==> src/rtl/fib_regfile_sequencer_pkg.sv <==
// Shared definitions for the Fibonacci register-file sequencer: ALU opcodes,
// controller state encoding and the run-length clamp helper.
package fib_regfile_sequencer_pkg;

  localparam logic [3:0] OP_ADD   = 4'b0101;
  localparam logic [3:0] OP_PASSB = 4'b1101;
  localparam logic [3:0] OP_OR    = 4'b0011;

  typedef enum logic [2:0] {
    StIdle,
    StInit0,
    StInit1,
    StAdd,
    StDone,
    StErr
  } state_e;

  // Limit a requested term count to [2, nreg]; fewer than two terms makes no sense
  // because r0 and r1 are always seeded.
  function automatic int unsigned clamp_terms(int unsigned n, int unsigned nreg);
    if (n < 2) begin
      return 2;
    end else if (n > nreg) begin
      return nreg;
    end
    return n;
  endfunction

endpackage

==> src/rtl/fib_regfile_sequencer.sv <==
// Counter-driven controller that fills r0..r(n-1) of an external register file
// with Fibonacci terms via an external ALU, with start/busy/done handshake and
// sticky overflow error on ALU carry-out.
module fib_regfile_sequencer
  import fib_regfile_sequencer_pkg::*;
#(
  parameter int unsigned NREG = 16,
  parameter int unsigned AW   = 4,
  parameter int unsigned DW   = 16
) (
  input  logic          clk,
  input  logic          clr,
  input  logic          start,
  input  logic [AW:0]   num_terms,
  input  logic [AW-1:0] disp_sel,
  input  logic          alu_cout,
  output logic          rf_we,
  output logic [AW-1:0] rf_wa,
  output logic [AW-1:0] rf_ra_a,
  output logic [AW-1:0] rf_ra_b,
  output logic [3:0]    alu_op,
  output logic          imm_sel,
  output logic [DW-1:0] imm,
  output logic          busy,
  output logic          done,
  output logic          err
);

  localparam int unsigned KW = AW + 1;

  state_e        state_q, state_d;
  logic [AW:0]   k_q, k_d;
  logic [AW:0]   n_lat_q, n_lat_d;
  logic [AW:0]   n_clamped;
  logic          last_term;

  assign n_clamped = KW'(clamp_terms(32'(num_terms), NREG));
  assign last_term = (k_q == (n_lat_q - KW'(1)));

  // Next-state: start is only honoured from the resting states.
  always_comb begin
    state_d = state_q;
    k_d     = k_q;
    n_lat_d = n_lat_q;
    unique case (state_q)
      StIdle, StDone, StErr: begin
        if (start) begin
          state_d = StInit0;
          n_lat_d = n_clamped;
        end
      end
      StInit0: begin
        state_d = StInit1;
      end
      StInit1: begin
        k_d     = KW'(2);
        state_d = (n_lat_q == KW'(2)) ? StDone : StAdd;
      end
      StAdd: begin
        // The wrapped sum is still written this cycle; we just stop afterwards.
        if (alu_cout) begin
          state_d = StErr;
        end else if (last_term) begin
          state_d = StDone;
        end else begin
          k_d = k_q + KW'(1);
        end
      end
      default: begin
        state_d = StIdle;
      end
    endcase
  end

  // State, loop counter and latched term count; clr overrides everything.
  always_ff @(posedge clk) begin
    if (clr) begin
      state_q <= StIdle;
      k_q     <= '0;
      n_lat_q <= KW'(2);
    end else begin
      state_q <= state_d;
      k_q     <= k_d;
      n_lat_q <= n_lat_d;
    end
  end

  // Moore output decode of state and k.
  always_comb begin
    rf_we   = 1'b0;
    rf_wa   = '0;
    rf_ra_a = disp_sel;
    rf_ra_b = '0;
    alu_op  = OP_PASSB;
    imm_sel = 1'b0;
    imm     = '0;
    busy    = 1'b0;
    done    = 1'b0;
    err     = 1'b0;
    unique case (state_q)
      StIdle: begin
      end
      StInit0: begin
        rf_we   = 1'b1;
        rf_wa   = '0;
        rf_ra_a = '0;
        imm_sel = 1'b1;
        imm     = DW'(1);
        busy    = 1'b1;
      end
      StInit1: begin
        rf_we   = 1'b1;
        rf_wa   = AW'(1);
        rf_ra_a = '0;
        imm_sel = 1'b1;
        imm     = DW'(1);
        busy    = 1'b1;
      end
      StAdd: begin
        rf_we   = 1'b1;
        rf_wa   = k_q[AW-1:0];
        rf_ra_a = k_q[AW-1:0] - AW'(1);
        rf_ra_b = k_q[AW-1:0] - AW'(2);
        alu_op  = OP_ADD;
        busy    = 1'b1;
      end
      StDone: begin
        done = 1'b1;
      end
      StErr: begin
        err = 1'b1;
      end
      default: begin
      end
    endcase
  end

endmodule

==> config.mk <==
export PLATFORM = sky130hd
export DESIGN_NAME = fib_regfile_sequencer
export DESIGN_NICKNAME = d
export VERILOG_FILES = /design/src/rtl/fib_regfile_sequencer_pkg.sv /design/src/rtl/fib_regfile_sequencer.sv
export SDC_FILE = /design/constraint.sdc
export NUM_CORES = 1
export LEC_CHECK = 0
export CORE_UTILIZATION = 25
export CTS_CLUSTER_DIAMETER = 150
export CTS_CLUSTER_SIZE = 12
export DETAILED_ROUTE_END_ITERATION = 10
export HOLD_SLACK_MARGIN = 0.05
export PLACE_DENSITY = 0.61
export SLEW_MARGIN = 20
export SYNTH_ARGS = -nofsm -noshare
export SYNTH_HDL_FRONTEND = slang
export SYNTH_SLANG_ARGS = --single-unit
==> constraint.sdc <==
create_clock -name clk -period 1.8 [get_ports clk]
set_input_delay 0.18 -clock clk [delete_from_list [all_inputs] [get_ports clk]]
set_output_delay 0.18 -clock clk [all_outputs]
set_load 0.1 [all_outputs]
==> flow_summary_export.csv <==
group,metric,value,unit
status,status,"finished, final reports clean",
yosys,synth.cell_area,1230,um2
critical_path,critPathArrivalTime,1.60,ns
yosys,yosys.area_share.xor_xnor,7.02,%
yosys,synthSimpleGateAreaFrac,25.3,%
finish,drive_gt1_share,46.0,%
power_and_ir_drop,leakagePower,0.875,nW
timing,setup_tns,0,ns
power_and_ir_drop,power,2.15,mW
clock_tree,insertion_delay,0.25,ns
yosys,synthFlopType,"dfxtp_1",
finish,final_cell_area,2250,um2
power_and_ir_drop,swShare,53.3,%
timing,finalClockSkew,0.00126,ns
run,maxCapViolCount,0,
power_and_ir_drop,pwr-share-comb,70.6,%
die,dieArea,5200,um2
global_route,grt_antenna_before_repair,0,
die,core,4720,um2
placed_design,pre_cts_slack,-0.0386,ns
route,ant_nets,0,
clock_tree,path_clk_slew,0.06,ns
die,die-width,72.1,um
yosys,synth_compound_area_share,21.4,%
finish,fin_util,47.6,%
timing,fmax,0.561,GHz
yosys,yosysTopAreaCellShare,21.2,%
worst_hold_path,min_path_type,"reg2reg",
yosys,yosysTopAreaCell,"dfxtp_1",
clock_tree,clockBufferDepth,2,
yosys,synth_top_family_by_area,"simple AND/OR/NAND/NOR gates",
critical_path,criticalPathCategory,"reg2out",
placed_design,place.gp.congestion,0.806,
clock_tree,cts_root_buffer,"clkbuf_8",
die,pin_count,50,
yosys,synthTopCellsByArea,"dfxtp_1 21%, buf_4 13%, ha_1 7.1%, nand2_1 4.6%, nor2_1 4.0%",
power_and_ir_drop,switchingPower,1.15,mW
finish,final_cells,282,
global_route,grt.total_usage,13.1,%
route,via_per_inst,4.55,
yosys,synthAdderAreaFrac,7.12,%
route,drcViolationCount,0,
timing,finalCriticalPeriod,1.78,ns
finish,diodes,0,
yosys,postSynthCellCount,159,
route,wl_per_cell,11.8,um
route,vias,1282,
finish,fillers,442,
die,die_h,72.1,um
power_and_ir_drop,p_int,1.00,mW
clock_tree,cts.sinks,13,
yosys,ys_seq_area_share,21.2,%
timing,maxSlewViolCount,0,
route,drt_iter0_markers,59,
power_and_ir_drop,pwr-share-clk,12.7,%
critical_path,cp-start-kind,"flip-flop",
route,firstDrtPassIters,4,
yosys,synth_async_sr_flop_share,0,%
timing,worst_slack,0.0173,ns
finish,seqCellArea,270,um2
critical_path,required,1.62,ns
yosys,synth_area_per_cell,7.74,um2
placed_design,place_inst,275,
timing,rsz0062_at_grt,"true",
placed_design,dpl-instance-area,2030,um2
placed_design,io_buffers,31,
global_route,grt_pass1_vias,1190,
yosys,synth_mux_area_share,0,%
clock_tree,cts_hold_buf,0,
yosys,ys.warnings.count,0,
global_route,grt.overflow.total,0,
timing,whs,0.540,ns
finish,multi_input_comb_area,1080,um2
finish,area_growth,82.8,%
power_and_ir_drop,powerDensity,956,nW/um2
timing,finalHoldViolations,0,
clock_tree,cts_made_buffers,3,
critical_path,crit_path_max_fanout,5,
global_route,grt_max_degree,15,
power_and_ir_drop,sequentialPowerShare,16.7,%
global_route,grt_pass1_wl,5340,um
timing,setup_violations,0,
finish,finalNetCount,236,
die,start_util,26.0,%
timing,fin_crit_sh,99.0,%
clock_tree,cts_tree,"yes",
yosys,synth_edf_count,0,
critical_path,worstSetupEndpointType,"output port",
power_and_ir_drop,peakVddDrop,0.628,mV
placed_design,dp_hpwl,2560,um
route,drt-total-wl,3320,um
yosys,synth_cell_type_count,47,
yosys,ys_ff_latch,13,
die,num_rows,25,
clock_tree,htree_levels,1,
-- synthesized netlist by cell type, drive strengths merged (3+ instances only) --
library cell / n
nand2b: 4
nor3: 4
a21oi: 9
dfxtp: 13
nand3: 3
nor2: 13
nand4: 3
ha: 7
nand2: 15
xor2: 4
buf: 23
a211oi: 3
xnor2: 5
inv: 8
o21ai: 7
-- placed cells by master (no fill, tap or decap), drive strengths merged, types with 2 or more instances in the layout --
master / synthesis / layout
nand4: 3 / 3
o41ai: 2 / 2
nand3: 3 / 3
nor3: 4 / 4
nand2: 15 / 15
dfxtp: 13 / 13
a21oi: 9 / 9
o311ai: 2 / 2
a31oi: 2 / 2
inv: 8 / 8
buf: 23 / 50
xnor2: 5 / 5
or4: 2 / 2
o211ai: 2 / 2
a211oi: 3 / 3
clkbuf: 2 / 4
nand4b: 2 / 2
conb: 2 / 18
o21a: 2 / 2
nand3b: 2 / 2
nor2: 13 / 13
o21ai: 7 / 7
clkdlybuf4s50: 0 / 12
nand2b: 4 / 4
xor2: 4 / 4
ha: 7 / 7
nor4: 2 / 2
o31a: 2 / 2
-- sequential cells by signal, summed over array words and instances (netlist names) --
name / cells
state_q: 3
n_lat_q: 5
k_q: 5
-- cell families (layout without fill, tap and decap cells) --
logic type | after synthesis | after routing
AOI/OAI and AO/OA | 36 | 36
DFF | 13 | 13
buffers and inverters | 34 | 74
and+or+nand+nor | 58 | 58
other | 2 | 18
xor gates and xnor gates | 9 | 9
adders and majority gates | 7 | 7
-- worst max-delay path: stages (launching register included) --
cell	delay [ns]
dfxtp_4	0.39
inv_4	0.05
buf_6	0.12
ha_2	0.16
nand2_1	0.06
nand2_2	0.06
xor2_2	0.15
o21ai_4	0.17
buf_12	0.19
-- power groups by stage --
| stage | sequential, mW | clock, mW | combinational [mW] |
|---|---|---|---|
| 2_1_floorplan | 0.345 | 0 | 1.05 |
| 3_3_place_gp | 0.360 | 0 | 1.45 |
| 3_5_place_dp | 0.360 | 0 | 1.46 |
| 4_1_cts | 0.355 | 0.282 | 1.47 |
| 5_1_grt | 0.368 | 0.295 | 1.58 |
| 6_report | 0.360 | 0.273 | 1.52 |
-- routing by layer --
layer	routed length (um)	share of wire [%]	track usage, %
met5	0	0	0
met4	46	1.4	4.79
met3	174	5.2	2.36
met2	1610	49	22.7
met1	1480	45	16.0
-- final timing paths --
| path | from | end | slack (ns) | cells after the start |
|---|---|---|---|---|
| worst max-delay path | k_q[2] | rf_ra_a[3] | 0.02 | 8 |
| worst min-delay path | n_lat_q[3] | n_lat_q[3] | 0.54 | 2 |
| worst max register to register | n_lat_q[0] | k_q[1] | 0.03 | 8 |
| worst min register to register | n_lat_q[3] | n_lat_q[3] | 0.54 | 2 |
-- layout make-up --
cell class / count / share of cell area (%)
tap: 67 / 3.73
clock buffer: 4 / 2.00
timing repair buffer: 62 / 32.8
multi-input combinational: 128 / 48.0
inverter: 8 / 1.45
sequential: 13 / 12.0
-- what timing repair did --
item / in CTS / in global routing
resized for setup: 8 / 24
hold endpoints to repair: 0 / 0
pin swaps: 8 / 10
setup buffers: 2 / 2
endpoints found under the setup margin: 12 / 11
(Power assumes the default switching activity.)
